## src/rtl/ps2_kbd_tx_pkg.sv

```systemverilog
`default_nettype none
// ============================================================================
// Module      : ps2_kbd_tx_pkg
// Description : Shared constants, FSM state encodings and frame assembly for
//               the device-side PS/2 keyboard transmitter.
// Revision    : 1.0 - initial release
// ============================================================================
package ps2_kbd_tx_pkg;

  // An 11-bit frame: start, 8 data bits, parity, stop
  localparam int FRAME_BITS = 11;

  // Prefix byte sent ahead of a key-release scancode
  localparam logic [7:0] BREAK_CODE = 8'hF0;

  // FIFO entry width: a break flag rides alongside the byte when enabled
`ifdef PS2_KBD_TX_BREAK_EN
  localparam int FIFO_W = 9;
`else
  localparam int FIFO_W = 8;
`endif

  // Transmit FSM state encodings
  localparam logic [2:0] ST_IDLE = 3'd0;
  localparam logic [2:0] ST_HIGH = 3'd1;
  localparam logic [2:0] ST_LOW  = 3'd2;
  localparam logic [2:0] ST_GAP  = 3'd3;
`ifdef PS2_KBD_TX_BREAK_EN
  localparam logic [2:0] ST_BRK  = 3'd4;
`endif

  // Pre-assemble a frame, bit 0 is transmitted first.
  // Parity is odd: total ones over data plus parity is odd.
  function automatic logic [FRAME_BITS-1:0] ps2_frame(input logic [7:0] data);
    return {1'b1, ~^data, data, 1'b0};
  endfunction

endpackage
`default_nettype wire

```

## src/rtl/ps2_tx_fifo.sv

```systemverilog
`default_nettype none
// ============================================================================
// Module      : ps2_tx_fifo
// Description : Synchronous FIFO, 2**AW entries of WIDTH bits, with full and
//               empty flags. Reset flushes the pointers; storage is not
//               cleared since it is never read while empty.
// Revision    : 1.0 - initial release
// ============================================================================
module ps2_tx_fifo #(
  parameter int WIDTH = 8,
  parameter int AW    = 4
) (
  input  logic             clk_sys,
  input  logic             res_n_i,
  input  logic             push_i,
  input  logic [WIDTH-1:0] wdata_i,
  input  logic             pop_i,
  output logic [WIDTH-1:0] rdata_o,
  output logic             full_o,
  output logic             empty_o
);

  localparam int c_depth = 2 ** AW;

  // Pointers carry one extra wrap bit to tell full from empty
  logic [AW:0]      wr_ptr_q, wr_ptr_d;
  logic [AW:0]      rd_ptr_q, rd_ptr_d;
  logic [WIDTH-1:0] mem_q [c_depth];
  logic [WIDTH-1:0] mem_d [c_depth];
  logic             w_push;
  logic             w_pop;

  assign w_push  = push_i && !full_o;
  assign w_pop   = pop_i && !empty_o;
  assign empty_o = (wr_ptr_q == rd_ptr_q);
  assign full_o  = (wr_ptr_q[AW] != rd_ptr_q[AW]) &&
                   (wr_ptr_q[AW-1:0] == rd_ptr_q[AW-1:0]);
  assign rdata_o = mem_q[rd_ptr_q[AW-1:0]];

  // Pointer advance on push and pop; both may happen in the same cycle
  always_comb begin
    wr_ptr_d = wr_ptr_q;
    rd_ptr_d = rd_ptr_q;
    if (w_push) wr_ptr_d = wr_ptr_q + 1'b1;
    if (w_pop)  rd_ptr_d = rd_ptr_q + 1'b1;
  end

  // Pointer registers, flushed by reset
  always_ff @(posedge clk_sys) begin
    if (!res_n_i) begin
      wr_ptr_q <= '0;
      rd_ptr_q <= '0;
    end else begin
      wr_ptr_q <= wr_ptr_d;
      rd_ptr_q <= rd_ptr_d;
    end
  end

  // One storage word per entry, written only when addressed by a push
  for (genvar gi = 0; gi < c_depth; gi++) begin : g_mem
    // Next value of this entry
    always_comb begin
      mem_d[gi] = mem_q[gi];
      if (w_push && (wr_ptr_q[AW-1:0] == AW'(gi))) mem_d[gi] = wdata_i;
    end

    // Entry storage
    always_ff @(posedge clk_sys) begin
      mem_q[gi] <= mem_d[gi];
    end
  end

endmodule
`default_nettype wire

```

## src/rtl/ps2_kbd_tx.sv

```systemverilog
`default_nettype none
// ============================================================================
// Module      : ps2_kbd_tx
// Description : Device-side PS/2 keyboard transmitter. Scancodes enter via a
//               valid/ready handshake into a FIFO and are serialised as
//               11-bit frames on generated PS/2 clock/data lines.
//               Optional macro PS2_KBD_TX_BREAK_EN adds break_i: such an
//               entry is sent as an 0xF0 frame, a gap, then the byte frame.
// Revision    : 1.0 - initial release
// ============================================================================
module ps2_kbd_tx
  import ps2_kbd_tx_pkg::*;
#(
  parameter int CLK_DIV    = 720,
  parameter int GAP_CYCLES = 1440,
  parameter int FIFO_AW    = 4
) (
  input  logic       clk_sys,
  input  logic       res_n_i,
  input  logic [7:0] byte_i,
  input  logic       valid_i,
`ifdef PS2_KBD_TX_BREAK_EN
  input  logic       break_i,
`endif
  output logic       ready_o,
  output logic       ps2_kbd_clk,
  output logic       ps2_kbd_data,
  output logic       busy_o
);

  // Counter sized for the longer of a half-period and the gap
  localparam int c_cnt_max = (CLK_DIV > GAP_CYCLES) ? CLK_DIV : GAP_CYCLES;
  localparam int c_cnt_w   = (c_cnt_max > 1) ? $clog2(c_cnt_max) : 1;
  localparam logic [c_cnt_w-1:0] c_div_last = c_cnt_w'(CLK_DIV - 1);
  localparam logic [c_cnt_w-1:0] c_gap_last = c_cnt_w'(GAP_CYCLES - 1);
  localparam logic [3:0]         c_last_bit = 4'(FRAME_BITS - 1);

  logic [2:0]            state_q,   state_d;
  logic [c_cnt_w-1:0]    cnt_q,     cnt_d;
  logic [3:0]            bit_idx_q, bit_idx_d;
  // Bits 1..10 of the frame; bit 0 goes straight to the data line on load
  logic [FRAME_BITS-2:0] shreg_q,   shreg_d;
  logic                  ps2_clk_q, ps2_clk_d;
  logic                  ps2_dat_q, ps2_dat_d;
  logic                  rdy_en_q,  rdy_en_d;
`ifdef PS2_KBD_TX_BREAK_EN
  logic                  brk_pend_q,  brk_pend_d;
  logic [7:0]            pend_byte_q, pend_byte_d;
`endif

  logic                  w_push;
  logic                  w_pop;
  logic [FIFO_W-1:0]     w_fifo_wdata;
  logic [FIFO_W-1:0]     w_fifo_rdata;
  logic                  w_fifo_full;
  logic                  w_fifo_empty;
  logic [FRAME_BITS-1:0] w_frame;

  // ready stays low through reset and rises on the first edge after release
  assign ready_o      = rdy_en_q && !w_fifo_full;
  assign w_push       = valid_i && ready_o;
  assign busy_o       = (state_q != ST_IDLE) || !w_fifo_empty;
  assign ps2_kbd_clk  = ps2_clk_q;
  assign ps2_kbd_data = ps2_dat_q;

`ifdef PS2_KBD_TX_BREAK_EN
  assign w_fifo_wdata = {break_i, byte_i};
  // BRK loads the held byte; IDLE loads either the break prefix or the byte
  assign w_frame = (state_q == ST_BRK) ? ps2_frame(pend_byte_q) :
                   (w_fifo_rdata[8]    ? ps2_frame(BREAK_CODE)
                                       : ps2_frame(w_fifo_rdata[7:0]));
`else
  assign w_fifo_wdata = byte_i;
  assign w_frame      = ps2_frame(w_fifo_rdata);
`endif

  ps2_tx_fifo #(
    .WIDTH (FIFO_W),
    .AW    (FIFO_AW)
  ) u_fifo (
    .clk_sys (clk_sys),
    .res_n_i (res_n_i),
    .push_i  (w_push),
    .wdata_i (w_fifo_wdata),
    .pop_i   (w_pop),
    .rdata_o (w_fifo_rdata),
    .full_o  (w_fifo_full),
    .empty_o (w_fifo_empty)
  );

  // Transmit FSM: pop, clock out each bit as a high then low half-period, gap
  always_comb begin
    state_d   = state_q;
    cnt_d     = cnt_q;
    bit_idx_d = bit_idx_q;
    shreg_d   = shreg_q;
    ps2_clk_d = ps2_clk_q;
    ps2_dat_d = ps2_dat_q;
    rdy_en_d  = 1'b1;
    w_pop     = 1'b0;
`ifdef PS2_KBD_TX_BREAK_EN
    brk_pend_d  = brk_pend_q;
    pend_byte_d = pend_byte_q;
`endif
    case (state_q)
      ST_IDLE: begin
        ps2_clk_d = 1'b1;
        ps2_dat_d = 1'b1;
        if (!w_fifo_empty) begin
          w_pop     = 1'b1;
          state_d   = ST_HIGH;
          cnt_d     = '0;
          bit_idx_d = '0;
          shreg_d   = w_frame[FRAME_BITS-1:1];
          ps2_dat_d = w_frame[0];
`ifdef PS2_KBD_TX_BREAK_EN
          brk_pend_d  = w_fifo_rdata[8];
          pend_byte_d = w_fifo_rdata[7:0];
`endif
        end
      end
      ST_HIGH: begin
        if (cnt_q == c_div_last) begin
          cnt_d     = '0;
          ps2_clk_d = 1'b0;
          state_d   = ST_LOW;
        end else begin
          cnt_d = cnt_q + 1'b1;
        end
      end
      ST_LOW: begin
        if (cnt_q == c_div_last) begin
          cnt_d     = '0;
          ps2_clk_d = 1'b1;
          if (bit_idx_q == c_last_bit) begin
            ps2_dat_d = 1'b1;
            state_d   = ST_GAP;
          end else begin
            // Data changes only here, at the start of the high phase
            bit_idx_d = bit_idx_q + 1'b1;
            ps2_dat_d = shreg_q[0];
            shreg_d   = {1'b1, shreg_q[FRAME_BITS-2:1]};
            state_d   = ST_HIGH;
          end
        end else begin
          cnt_d = cnt_q + 1'b1;
        end
      end
      ST_GAP: begin
        if (cnt_q == c_gap_last) begin
          cnt_d = '0;
`ifdef PS2_KBD_TX_BREAK_EN
          state_d = brk_pend_q ? ST_BRK : ST_IDLE;
`else
          state_d = ST_IDLE;
`endif
        end else begin
          cnt_d = cnt_q + 1'b1;
        end
      end
`ifdef PS2_KBD_TX_BREAK_EN
      ST_BRK: begin
        // Second frame of a break entry, mirrors the IDLE pop cycle
        brk_pend_d = 1'b0;
        state_d    = ST_HIGH;
        cnt_d      = '0;
        bit_idx_d  = '0;
        shreg_d    = w_frame[FRAME_BITS-1:1];
        ps2_clk_d  = 1'b1;
        ps2_dat_d  = w_frame[0];
      end
`endif
      default: begin
        state_d   = ST_IDLE;
        ps2_clk_d = 1'b1;
        ps2_dat_d = 1'b1;
      end
    endcase
  end

  // State registers; reset aborts any frame and drives both lines high
  always_ff @(posedge clk_sys) begin
    if (!res_n_i) begin
      state_q   <= ST_IDLE;
      cnt_q     <= '0;
      bit_idx_q <= '0;
      shreg_q   <= '0;
      ps2_clk_q <= 1'b1;
      ps2_dat_q <= 1'b1;
      rdy_en_q  <= 1'b0;
`ifdef PS2_KBD_TX_BREAK_EN
      brk_pend_q  <= 1'b0;
      pend_byte_q <= '0;
`endif
    end else begin
      state_q   <= state_d;
      cnt_q     <= cnt_d;
      bit_idx_q <= bit_idx_d;
      shreg_q   <= shreg_d;
      ps2_clk_q <= ps2_clk_d;
      ps2_dat_q <= ps2_dat_d;
      rdy_en_q  <= rdy_en_d;
`ifdef PS2_KBD_TX_BREAK_EN
      brk_pend_q  <= brk_pend_d;
      pend_byte_q <= pend_byte_d;
`endif
    end
  end

endmodule
`default_nettype wire

```

## config.mk

```make
export PLATFORM = sky130hd
export DESIGN_NAME = ps2_kbd_tx
export DESIGN_NICKNAME = d
export VERILOG_FILES = /design/src/rtl/ps2_kbd_tx_pkg.sv /design/src/rtl/ps2_tx_fifo.sv /design/src/rtl/ps2_kbd_tx.sv
export SDC_FILE = /design/constraint.sdc
export NUM_CORES = 1
export LEC_CHECK = 0
export CAP_MARGIN = 20
export CELL_PAD_IN_SITES_DETAIL_PLACEMENT = 1
export CELL_PAD_IN_SITES_GLOBAL_PLACEMENT = 1
export CORE_MARGIN = 1.5
export CORE_UTILIZATION = 56
export DETAILED_ROUTE_END_ITERATION = 16
export PLACE_DENSITY_LB_ADDON = 0.15
export SLEW_MARGIN = 20
export SYNTH_ARGS = -nofsm -noshare
export SYNTH_HDL_FRONTEND = slang
export SYNTH_SLANG_ARGS = --single-unit
```

## constraint.sdc

```tcl
create_clock -name clk_sys -period 5.9 [get_ports clk_sys]
set_clock_uncertainty 0.15 [all_clocks]
set_input_delay 1.18 -clock clk_sys [delete_from_list [all_inputs] [get_ports clk_sys]]
set_output_delay 1.18 -clock clk_sys [all_outputs]
set_load 0.05 [all_outputs]
```

[Yosys cells after proc, flatten, opt, wreduce, memory -nomap -nowiden]
Memory sizes are Yosys's and may differ from the RTL's. A register that Yosys moved wholly into a read port is not among the register bits.
Cells that the tools add are included.
Storage, ports and cells
  word-level logic and storage cells: 204
  bits of input ports: 11
  memories: 1
  output and inout port bits: 4
  RAM bits: 128
  flip-flop bits (word level): 41
Memories
  u_fifo.mem_q: words 16, bits a word 8, rd ports 1, clocked after memory_dff 1, wr ports 1, RTL line ps2_tx_fifo.sv:28  | logic [WIDTH-1:0] mem_q [c_depth];
Cells by class
  bitwise gates (word level): 2
  add/sub/neg operators: 4
  reductions and logical operators: 52
  equality and inequality tests: 45
  mux-type cells: 91
Operators with widths (count)
  $mux W8: 31
  $reduce_or A8 Y1: 15
  $mux W4: 20
  $eq A4 B4 Y1 const B: 9
  $mux W11: 3
  $pmux W11 S3: 1
  $mux W10: 3
  $mux W1: 23
  $logic_and A1 B1 Y1: 21
  $pmux W10 S2: 1
  $eq A4 B3 Y1 const B: 4
  $ne A1 B1 Y1 const B: 16
  $mux W3: 4
  $pmux W3 S4: 1
  $add A11 B1 Y11 const B: 1
  $eq A11 B10 Y1 const B: 1
  $eq A11 B11 Y1 const B: 1
  $add A5 B1 Y5 const B: 2
  $ne A2 B2 Y1 const B: 5
  $eq A4 B2 Y1 const B: 2
  $pmux W4 S2: 1
  $reduce_and A4 Y1: 2
  $reduce_xnor A8 Y1: 1
  $eq A3 B2 Y1 const B: 2
  other kinds (18): 24

[Logic depth before layout (Yosys ltp)]
  word-level depth: 24
  gate-level depth with buffers: 11
  gate-level depth less buffers: 9

[By module]
From an unflattened synthesis, not the netlist that was laid out.
Second synthesis, totals
  cells, all modules: 468
  area, all modules: 7503.4 um^2
Modules (own cells, without submodules)
  ps2_tx_fifo: times used 1, cells each 282, area each 5806.8 um^2, seq. area each 4124.0 um^2
  ps2_kbd_tx: times used 1, cells each 186, area each 1696.6 um^2, seq. area each 600.6 um^2

[Least setup slack after synthesis]
Ideal clock, no wire load.
  path kind: input-to-reg
  from: in valid_i
  to: mem u_fifo.mem_q[3][0] (enable)
  buffers on the path: 1
  stages on the path: 4
  required time: 5.367 ns
  arrival time: 2.353 ns
  path slack: 3.014 ns
  setup time: 0.383 ns
  cell sequence: and3_1 clkbuf_1 nand2_1 nor3_1
On the way
  longest elaborated chain between the ends: 20
  elaborated cells on any way between the ends: 79
  classes of those cells: eq/ne (16); mux (30); reduce/logical (33)
Ends and longest elaborated chain
  start: declaration: RTL line ps2_kbd_tx.sv:21  | input logic valid_i,
  $logic_and A1 B1 Y1 *: RTL line ps2_kbd_tx.sv:61  | assign w_push = valid_i && ready_o;
  $logic_and A1 B1 Y1 *: RTL line ps2_tx_fifo.sv:33  | assign w_push = push_i && !full_o;
  $logic_and A1 B1 Y1: RTL line ps2_tx_fifo.sv:64  | if (w_push && (wr_ptr_q[AW-1:0] == AW'(gi))) mem_d[gi] = wdata_i;
  $ne A1 B1 Y1 (no line)
  $reduce_or A8 Y1 (no line)
  $mux W4 (no line) / $mux W1 (equally long branches) (15 in series)
  end: declaration: RTL line ps2_tx_fifo.sv:28
Every way passes the cells marked *; elsewhere a longest branch is shown, timed or not.

[Final worst setup path]
  from: reg u_fifo.wr_ptr_q[2]
  to: out busy_o
On the way
  longest elaborated chain between the ends: 3
Ends and longest elaborated chain
  start: declaration: RTL line ps2_tx_fifo.sv:26  | logic [AW:0] wr_ptr_q, wr_ptr_d;
  start signal: assignment: RTL line ps2_tx_fifo.sv:54  | wr_ptr_q <= wr_ptr_d;
  $eq A5 B5 Y1: RTL line ps2_tx_fifo.sv:35  | assign empty_o = (wr_ptr_q == rd_ptr_q);
  $logic_not A1 Y1: RTL line ps2_kbd_tx.sv:62  | assign busy_o = (state_q != ST_IDLE) || !w_fifo_empty;
  $logic_or A1 B1 Y1: RTL line ps2_kbd_tx.sv:62
  end: declaration: RTL line ps2_kbd_tx.sv:28  | output logic busy_o
No other way between the ends.

==> run metrics <==
CP cell instances xor2_1 -> nor4_2 -> nand3_1 -> clkdlybuf4s50_1; nets between 500 and 600; Max rail drop VDD 0.000297 V; Cell Rows 40; initial antenna violation count 0; DPL Wire Length 9920 microns; Final GP Congestion 0.851; Antenna diodes 0; IO Port Bufs 14; hold path cells 2; most common cell after layout, fill and taps aside edfxtp_1; Cell Pwr Density 426 nW/um^2; P_leak 2.60 nW; starting density of the core 0.583; critical path's slowest cell clkdlybuf4s50_1; Final min period 4070 ps; vias in the first global route just over 4000; Setup TNS Final 0 ps; Post-Syn Area per Cell 15.1 sq um; Buf/Inv on CP 1; fin cells about 670; Hold Crit Start shreg_q[5]; number of library cell types mapped by synthesis 43; first-pass GRT wire length between 20000 and 25000 microns; postcts setup bufs 0; f_max about 250 MHz; Core Region 12200 sq um; DRC 0; post-placement cell count 633; Max clock buf depth 2; Post-CTS Hold Fix Bufs 0; Reg clk slew, reported paths 70 ps; Setup crit start kind flip-flop; DRT iter0 DRCs 297; Wirelength per Cell 23.0 microns; Final ANT Viol Nets 0; number of synthesized flops with an enable pin 128; layout cell share with drive strength beyond 1 0.149; largest net degree at the start of global routing 33; CTS buffer count 17; Crit Path Max Fanout 10; die width 116 microns; placed inst area 7340 sq um; Max stage delay on crit path between 700 and 800 ps; Least-Margin Pin Slew 1100 ps; kind of critical path flip-flop to output port; most frequent cells in the layout edfxtp_1 (128), nor2_1 (51), dfxtp_1 (43); post-synthesis net count 496; Final Max Tran Viols 0; Synth Cell Area 7090 sq um; post-synthesis sequential area ratio 0.666; final setup violation count 0; worst-skew pair later-pin latency 430 ps; post-place setup slack between 2000 and 2500 ps; Resize count post-CTS 0; gr usage total 0.249; hold path endpoint shreg_q[5]; CP endpoint kind output port; Synth Flop Type edfxtp_1; FILL cells 1086; Post-Route WL between 15000 and 20000 microns; RSZ-0062 raised after global routing false; period utilisation layout 0.690; CTS tree yes; count of state elements after synthesis 172; router iterations before antenna repair 5; reported max-cap violation count 0; chip height ~120 microns; htree depth 4; Fin. Hold Viols 0; Syn. warnings 0; Slew headroom 0.263; critical path's top delay family buffers and inverters; r2r endpoint u_fifo.mem_q[0][0]; Reg2Reg Setup Slack 2820 ps; Sink Count 172; Layout area overhead 12.5%; reg-to-reg startpoint u_fifo.wr_ptr_q[2]; Setup WS post-layout 1830 ps; CP Data Required Time between 4000 and 5000 ps; async set-reset flop share out of synthesis 0; Gate Count Post-Synth 471; fin util 0.656; status complete, no violations; HP Class flip-flop to flip-flop; vias per cell 5.98; I/O pin cnt 15; Root Buffer clkbuf_16; GRT overflow 0; design area about 8000 sq um; DR vias 3976; R2R cell count 6; WP data arrival 2740 ps; total die area 13300 sq um
## cell type report
class | instances | area, sq um | share of cell area
Multi-Input combinational cell | 268 | 2230 | 0.280
Clock buffer | 18 | 429 | 0.0538
Clock inverter | 14 | 185 | 0.0232
Timing Repair Buffer | 16 | 155 | 0.0195
Inverter | 9 | 33.8 | 0.00424
Sequential cell | 172 | 4730 | 0.593
Tap cell | 168 | 210 | 0.0264
## cell families after synthesis
| family | count (synthesis) | share of synthesized area |
|---|---|---|
| AOI/OAI and AO/OA | 52 | 0.0491 |
| xor gates and xnor gates | 28 | 0.0367 |
| adders and majority gates | 14 | 0.0247 |
| buffers and inverters | 31 | 0.0205 |
| DFF | 172 | 0.666 |
| muxes | 43 | 0.117 |
| and+or+nand+nor | 131 | 0.0852 |
## metal layers
layer | GRT usage | part of all wire | vias up
met1 | 0.317 | 0.42 | 2041
met3 | 0.0654 | 0.041 | 29
met2 | 0.418 | 0.51 | 104
met5 | 0 | 0 | -
li1 | - | - | 1802
met4 | 0.0889 | 0.024 | 0
## flip-flops by register name, indices dropped and copies added (netlist names), named ones only
name,count
u_fifo.mem_q,128
cnt_q,11
shreg_q,10
u_fifo.rd_ptr_q,5
u_fifo.wr_ptr_q,5
bit_idx_q,4
state_q,2
ps2_kbd_clk,1
ps2_kbd_data,1
rdy_en_q,1
## synth_stat cells (2+ instances only)
cell type    n  area share
edfxtp_1   128        0.54
nor2_1      51       0.027
dfxtp_1     44        0.12
nand2_1     36       0.019
mux4_2      32        0.10
a22oi_1     16       0.017
xor2_1      15       0.019
ha_1        14       0.025
xnor2_1     11       0.014
mux2i_1     10       0.014
a21oi_1      9      0.0064
a211oi_1     8      0.0085
clkbuf_1     8      0.0042
inv_1        8      0.0042
nand4_1      7      0.0062
nor3_1       7      0.0049
o21ai_0      7      0.0049
o21ai_1      6      0.0042
and3_1       5      0.0044
buf_2        5      0.0035
nand2b_1     5      0.0044
buf_1        4      0.0021
buf_4        4      0.0042
nand3_1      4      0.0028
and2_1       3      0.0026
nor2b_1      3      0.0026
or3_1        3      0.0026
nand3b_1     2      0.0021
xnor2_2      2      0.0046
## through the flow
stage / power, W / hold WS, ps
3_5_place_dp: 0.00225 / 314
2_1_floorplan: 0.00208 / 290
5_1_grt: 0.00353 / 375
3_3_place_gp: 0.00222 / 304
6_report: 0.00339 / 353
4_1_cts: 0.00341 / 355
## worst max-delay path by stage
stage | from | cells past startpoint | end
final | u_fifo.wr_ptr_q[2] | 4 | busy_o
after global routing | u_fifo.wr_ptr_q[2] | 4 | busy_o
after CTS | u_fifo.wr_ptr_q[2] | 4 | busy_o
after detailed placement | valid_i | 4 | u_fifo.mem_q[3][4]
after global placement | valid_i | 4 | u_fifo.mem_q[3][0]
after floorplan | valid_i | 4 | u_fifo.mem_q[3][0]
## power breakdown
part	total, W	switching, W	leakage [nW]	internal (W)
combinational	0.000842	0.000492	0.803	0.000350
sequential	0.00139	0.0000359	1.51	0.00135
clock	0.00116	0.000486	0.290	0.000676
total	0.00339	0.00101	2.60	0.00238
## worst min-delay path, stage by stage (launching register included)
cell,delay [ps]
dfxtp_1,310
nor2_1,90
a211oi_1,50
Note: power is estimated with default switching activity, not from simulation.
